`src/rtl/wb_b3_pkg.sv`:
```
// wb_b3_pkg: shared Wishbone B3 cycle-type and burst-type codes, master state and helpers
package wb_b3_pkg;
  localparam logic [2:0] CTI_CLASSIC = 3'b000;
  localparam logic [2:0] CTI_CONST   = 3'b001;
  localparam logic [2:0] CTI_INCR    = 3'b010;
  localparam logic [2:0] CTI_EOB     = 3'b111;
  localparam logic [1:0] BTE_LINEAR  = 2'b00;
  localparam logic [1:0] BTE_WRAP4   = 2'b01;
  localparam logic [1:0] BTE_WRAP8   = 2'b10;
  localparam logic [1:0] BTE_WRAP16  = 2'b11;
  typedef enum logic {IDLE, BURST} state_t;
  function automatic logic [1:0] bte_from_beats(input int beats);
    return beats == 4 ? BTE_WRAP4 : beats == 8 ? BTE_WRAP8 : beats == 16 ? BTE_WRAP16 : BTE_LINEAR;
  endfunction
endpackage

```
`src/rtl/wb_wrap_adr_gen.sv`:
```
// wb_wrap_adr_gen: wrapping line address generator (fixed line base, start index, beat count)
module wb_wrap_adr_gen #(
  parameter int aw    = 32,
  parameter int IDX_W = 2
) (
  input  logic             clk,
  input  logic             rst_n,
  input  logic             load_i,
  input  logic [aw-1:2]    adr_i,
  input  logic             adv_i,
  output logic [aw-1:0]    adr_o,
  output logic [IDX_W-1:0] idx_o,
  output logic             last_o
);
  logic [aw-1:IDX_W+2] base_q, base_d;
  logic [IDX_W-1:0]    start_q, start_d, beat_q, beat_d;
  assign idx_o  = start_q + beat_q;
  assign last_o = &beat_q;
  assign adr_o  = {base_q, idx_o, 2'b00};
  // capture the line on request, step the beat on each accepted ack
  always_comb begin
    base_d  = load_i ? adr_i[aw-1:IDX_W+2] : base_q;
    start_d = load_i ? adr_i[IDX_W+1:2] : start_q;
    beat_d  = load_i ? '0 : adv_i ? beat_q + 1'b1 : beat_q;
  end
  // address state registers
  always_ff @(posedge clk or negedge rst_n) begin
    if (!rst_n) begin
      base_q  <= '0;
      start_q <= '0;
      beat_q  <= '0;
    end else begin
      base_q  <= base_d;
      start_q <= start_d;
      beat_q  <= beat_d;
    end
  end
endmodule

```
`src/rtl/wb_b3_line_burst_master.sv`:
```
// wb_b3_line_burst_master: cache-line fill/write-back as one wrapping WB B3 burst; WB_LINE_BURST_WATCHDOG_EN adds an ack watchdog
module wb_b3_line_burst_master
  import wb_b3_pkg::*;
#(
  parameter int aw      = 32,
  parameter int dw      = 32,
  parameter int BEATS   = 4,
  parameter int IDX_W   = 2,
  parameter int TIMEOUT = 255
) (
  input  logic             wb_clk_i,
  input  logic             wb_rst_n_i,
  input  logic             req_i,
  input  logic             req_we_i,
  input  logic [aw-1:0]    req_adr_i,
  output logic             busy_o,
  output logic             done_o,
  output logic             err_o,
  output logic             fill_we_o,
  output logic [IDX_W-1:0] fill_idx_o,
  output logic [dw-1:0]    fill_dat_o,
  output logic [IDX_W-1:0] wr_idx_o,
  input  logic [dw-1:0]    wr_dat_i,
  output logic [aw-1:0]    wb_adr_o,
  output logic [1:0]       wb_bte_o,
  output logic [2:0]       wb_cti_o,
  output logic             wb_cyc_o,
  output logic             wb_stb_o,
  output logic             wb_we_o,
  output logic [3:0]       wb_sel_o,
  output logic [dw-1:0]    wb_dat_o,
  input  logic [dw-1:0]    wb_dat_i,
  input  logic             wb_ack_i,
  input  logic             wb_err_i,
  input  logic             wb_rty_i
);
  state_t           state_q, state_d;
  logic             we_q, we_d, done_q, done_d, err_q, err_d;
  logic             cyc, load, abort, ack, last, wdog_hit, unused_bits;
  logic [aw-1:0]    adr;
  logic [IDX_W-1:0] idx;
  assign unused_bits = ^{req_adr_i[1:0], 8'(TIMEOUT)};
`ifdef WB_LINE_BURST_WATCHDOG_EN
  logic [7:0] wdog_q, wdog_d;
  assign wdog_hit = wdog_q == 8'(TIMEOUT - 1);
  // cycles since burst start or last ack
  always_comb wdog_d = (!cyc || wb_ack_i) ? '0 : wdog_q + 8'd1;
  // watchdog counter register
  always_ff @(posedge wb_clk_i or negedge wb_rst_n_i) begin
    if (!wb_rst_n_i) wdog_q <= '0;
    else wdog_q <= wdog_d;
  end
`else
  assign wdog_hit = 1'b0;
`endif
  assign cyc   = state_q == BURST;
  assign load  = state_q == IDLE && req_i;
  assign abort = cyc && (wb_err_i || wb_rty_i || wdog_hit);
  assign ack   = cyc && wb_ack_i && !abort;
  wb_wrap_adr_gen #(.aw(aw), .IDX_W(IDX_W)) u_adr (
    .clk(wb_clk_i), .rst_n(wb_rst_n_i), .load_i(load), .adr_i(req_adr_i[aw-1:2]),
    .adv_i(ack), .adr_o(adr), .idx_o(idx), .last_o(last)
  );
  assign busy_o     = cyc;
  assign done_o     = done_q;
  assign err_o      = err_q;
  assign wb_cyc_o   = cyc;
  assign wb_stb_o   = cyc;
  assign wb_we_o    = cyc && we_q;
  assign wb_sel_o   = cyc ? 4'hf : 4'h0;
  assign wb_adr_o   = cyc ? adr : '0;
  assign wb_bte_o   = cyc ? bte_from_beats(BEATS) : BTE_LINEAR;
  assign wb_cti_o   = cyc ? (last ? CTI_EOB : CTI_INCR) : CTI_CLASSIC;
  assign wb_dat_o   = wb_we_o ? wr_dat_i : '0;
  assign wr_idx_o   = idx;
  assign fill_we_o  = ack && !we_q;
  assign fill_idx_o = idx;
  assign fill_dat_o = fill_we_o ? wb_dat_i : '0;
  // next state: start on request, end on last ack or abort (abort beats ack)
  always_comb begin
    state_d = state_q;
    we_d    = we_q;
    done_d  = 1'b0;
    err_d   = 1'b0;
    if (load) begin
      state_d = BURST;
      we_d    = req_we_i;
    end else if (abort) begin
      state_d = IDLE;
      err_d   = 1'b1;
    end else if (ack && last) begin
      state_d = IDLE;
      done_d  = 1'b1;
    end
  end
  // control state registers
  always_ff @(posedge wb_clk_i or negedge wb_rst_n_i) begin
    if (!wb_rst_n_i) begin
      state_q <= IDLE;
      we_q    <= 1'b0;
      done_q  <= 1'b0;
      err_q   <= 1'b0;
    end else begin
      state_q <= state_d;
      we_q    <= we_d;
      done_q  <= done_d;
      err_q   <= err_d;
    end
  end
endmodule

```
`config.mk`:
```
export PLATFORM = sky130hd
export DESIGN_NAME = wb_b3_line_burst_master
export DESIGN_NICKNAME = d
export VERILOG_FILES = /design/src/rtl/wb_b3_pkg.sv /design/src/rtl/wb_wrap_adr_gen.sv /design/src/rtl/wb_b3_line_burst_master.sv
export SDC_FILE = /design/constraint.sdc
export NUM_CORES = 1
export LEC_CHECK = 0
export BUFFER_PORTS_ARGS = -buffer_cell sky130_fd_sc_hd__buf_4
export CAP_MARGIN = 15
export CELL_PAD_IN_SITES_DETAIL_PLACEMENT = 0
export CELL_PAD_IN_SITES_GLOBAL_PLACEMENT = 1
export CORE_ASPECT_RATIO = 1.25
export CORE_UTILIZATION = 25
export CTS_CLUSTER_DIAMETER = 50
export DETAILED_ROUTE_END_ITERATION = 12
export HOLD_SLACK_MARGIN = 0.06
export PLACE_DENSITY = 0.89
export REMOVE_ABC_BUFFERS = 1
export SLEW_MARGIN = 20
export SYNTH_ARGS = -nofsm -noshare
export SYNTH_HDL_FRONTEND = slang
export SYNTH_HIERARCHICAL = 1
export SYNTH_SLANG_ARGS = --single-unit
```
`constraint.sdc`:
```
create_clock -name wb_clk_i -period 1.5 [get_ports wb_clk_i]
set_clock_uncertainty 0.2 [all_clocks]
set_input_delay 0.075 -clock wb_clk_i [delete_from_list [all_inputs] [get_ports wb_clk_i]]
set_output_delay 0.075 -clock wb_clk_i [all_outputs]
set_load 0.01 [all_outputs]
```
==> flow_metrics.py <==
metrics = {
    "clock_network": {
        "cts_root_buf": "clkbuf_16",
        "cts_buffer_depth": 2,
        "cts_buffers": 5,
        "cts_sinks": 36,
        "path_clk_slew_ns": 0.06,
        "cts_tree": "built",
        "clock_latency_ns": 0.28,
        "htreeDepth": 2,
    },
    "critical_path": {
        "crit_family": "buffers and inverters",
        "startpoint_type": "register",
        "cp-end-kind": "output port",
        "critPathArrivalTime_ns": 1.51,
        "cp_num_buf_inv": 5,
        "worstPathCellList": "buf_8 > buf_12 > buf_6 > clkbuf_16 > and3_4 > buf_6",
        "critical_path_required_ns": 1.22,
        "cp_slowest_stage_delay_ns": 0.41,
        "cp_slowest_cell": "dfrtp_2",
        "worstSetupPathType": "reg -> out",
        "worstPathMaxFanout": 7,
        "cp_common_cell": "buf_6",
    },
    "final_layout": {
        "area_delta_synth_final_pct": 111.7,
        "nets": 577,
        "fillers": 831,
        "drive_gt1_share_pct": 78.01,
        "n_antenna_cell": 0,
    },
    "global_route": {
        "grt_pass1_vias": 2315,
        "antenna_found_initial": 0,
        "grt_max_degree": 57,
        "grtUsageTotal_pct": 13.98,
        "grt_overflow": 0,
        "grt_pass1_wl_mm": 11.80,
    },
    "placed_design": {
        "placement.io_buffers": 213,
        "place_congestion": 0.6624,
        "hpwlAfterDp_mm": 5.437,
    },
    "run_status": {
        "status": "finished with violations",
        "failed_checks": "negative setup slack",
    },
    "logic_synthesis": {
        "synth_ff_type": "dfrtp_1",
        "yosys.area_share.simple_pct": 31.69,
        "synth_compound_area_share_pct": 0.8683,
        "synth.area.top_cells": "dfrtp_1, mux2_4, nor3b_2",
        "yosysTopAreaCell": "dfrtp_1",
        "synth_top_cell_area_share_pct": 34.73,
        "synthMuxAreaShare_pct": 17.90,
        "syn_area_per_cell_um2": 11.68,
        "synth_top_family_by_area": "simple AND/OR/NAND/NOR gates",
        "synth_seq_cells": 36,
        "synthAdderAreaFrac_pct": 0.9648,
        "synth-xor-area-share_pct": 1.013,
        "syn_area_mm2": 0.002594,
        "async_flop_share_pct": 100.0,
        "synth-edff-count": 0,
        "yosysSeqAreaShare_pct": 34.73,
        "yosysWarnings": 6,
        "ys_types": 25,
        "syn_inst": 222,
    },
    "sta": {
        "hold_ws_ns": 0.08938,
        "setup_viol": 128,
        "rsz0062_at_grt": "true",
        "hold_violations": 0,
        "finalCritPeriodShare_pct": 119.0,
        "fmaxAchievable_ghz": 0.5603,
        "finalMaxSlewViolations": 0,
        "setup_ws_ns": -0.2847,
        "fin_crit_ns": 1.785,
    },
    "pwr": {
        "power_density_mw_per_mm2": 798.2,
        "power_frac_clock_pct": 24.3,
        "swShare_pct": 29.13,
        "comb_power_share_pct": 47.2,
        "p_total_mw": 4.382,
        "p_seq_share_pct": 28.5,
        "p_int_mw": 3.106,
        "ir_drop_v": 0.0005392,
        "cellLeakagePower_nw": 2.687,
        "netSwitchingPower_mw": 1.276,
    },
    "floorplan": {
        "die_area_mm2": 0.01079,
        "num_io_pins": 219,
        "row_count": 41,
        "core_mm2": 0.01011,
        "start_util_pct": 25.67,
        "dieHeight_um": 115.9,
        "die_w_um": 93.11,
    },
    "flow_run": {
        "maxCapViolations": 0,
    },
    "detailed_routing": {
        "drt_iter0_drc": 75,
        "num_vias": 2599,
        "routedWlPerCell_um": 15.93,
        "drc": 0,
        "dr.pass1.iters": 4,
        "drtAntennaViolNets": 0,
        "totalWireLength_mm": 9.589,
        "viasPerCell": 4.317,
    },
    "hold_path": {
        "hp-class": "in -> async",
    },
}
==> worst paths after layout <==
check,start,to,slack [ns],cells past startpoint
max,busy_o,wb_dat_o[26],-0.28,6
min,wb_rst_n_i,u_adr/base_q[14],0.09,2
max reg2reg,busy_o,u_adr/base_q[10],-0.10,4
min reg2reg,u_adr/base_q[19],u_adr/base_q[19],0.31,1
max in group asynchronous,wb_rst_n_i,we_q,0.67,2
min in group wb_clk_i,wb_ack_i,done_o,0.14,4
==> repair_timing <==
item,CTS,global route
endpoints found under the hold margin,69,0
hold buffers,35,0
resized for setup,27,116
endpoints found under the setup margin,128,133
setup buffers,5,11
pin swaps,3,2
cloned,3,8
==> layout make-up <==
class	instances	area [um^2]	share of cell area [%]
Clock buffer	7	142.6	2.598
Tap cell	129	161.4	2.940
Clock inverter	1	7.507	0.1367
Multi-Input combinational cell	147	1625	29.60
Inverter	2	7.507	0.1367
Timing Repair Buffer	280	2643	48.13
Sequential cell	36	903.4	16.45
==> state kept, by name, summed over array words and instances (netlist names) <==
name,count
busy_o,1
done_o,1
err_o,1
u_adr/base_q,28
u_adr/beat_q,2
u_adr/start_q,2
we_q,1
==> cells in the final DEF (no fill, tap or decap), drive strengths merged <==
cell / netlist / layout
nor3b: 32 / 32
mux2: 31 / 31
conb: 2 / 3
nor2: 4 / 4
xnor2: 3 / 3
a21o: 1 / 1
ha: 2 / 2
dfrtp: 36 / 36
a211oi: 1 / 1
and3: 32 / 32
inv: 2 / 2
o21a: 1 / 1
mux2i: 1 / 1
and2b: 1 / 1
nand4bb: 1 / 1
clkinvlp: 0 / 1
buf: 28 / 239
clkbuf: 10 / 13
dlygate4sd3: 0 / 35
and2: 34 / 34
==> Yosys cell counts (3+ instances only) <==
| master | n |
|---|---|
| mux2_4 | 28 |
| buf_12 | 5 |
| and2_1 | 34 |
| and3_1 | 32 |
| nor3b_1 | 5 |
| nor3b_2 | 27 |
| nor2_1 | 4 |
| xnor2_1 | 3 |
| buf_2 | 4 |
| mux2_2 | 3 |
| clkbuf_1 | 8 |
| dfrtp_1 | 36 |
| buf_4 | 16 |
==> metrics by stage <==
| step | worst slack (ns) | instances | TNS, ns | area, um^2 | utilization, % |
|---|---|---|---|---|---|
| 2_1_floorplan | -2.572 | 185 | -181.00 | 2280 | - |
| 3_3_place_gp | -0.03416 | 538 | -0.08972 | 4169 | 41.25 |
| 3_5_place_dp | -0.06511 | 538 | -0.4798 | 4169 | 41.25 |
| 4_1_cts | -0.2651 | 589 | -17.25 | 4893 | 48.42 |
| 5_1_grt | -0.3496 | 602 | -26.49 | 5490 | 54.33 |
| 6_report | -0.2847 | 602 | -20.76 | 5490 | 54.33 |
==> power groups by stage <==
stage	Sequential [mW]	Combinational [mW]	Clock, mW
6_report	1.25	2.07	1.07
5_1_grt	1.27	2.19	1.13
4_1_cts	1.23	1.65	1.08
3_5_place_dp	1.24	1.44	0
3_3_place_gp	1.24	1.41	0
2_1_floorplan	1.32	0.595	0
==> kinds of logic (layout without fill, tap and decap cells) <==
group | Yosys count | count (layout)
compound gates | 3 | 3
xor+xnor | 3 | 3
fa+ha+maj | 2 | 2
buf+inv | 40 | 290
flops | 36 | 36
mux | 32 | 32
other cells | 2 | 3
simple gates | 104 | 104
==> routing by layer <==
layer | track usage (%) | routed length (um)
met4 | 3.077 | 55
met3 | 3.281 | 669
met5 | 0 | 0
met2 | 25.29 | 5230
met1 | 16.77 | 3634
Power figures use the tool's default switching activity.
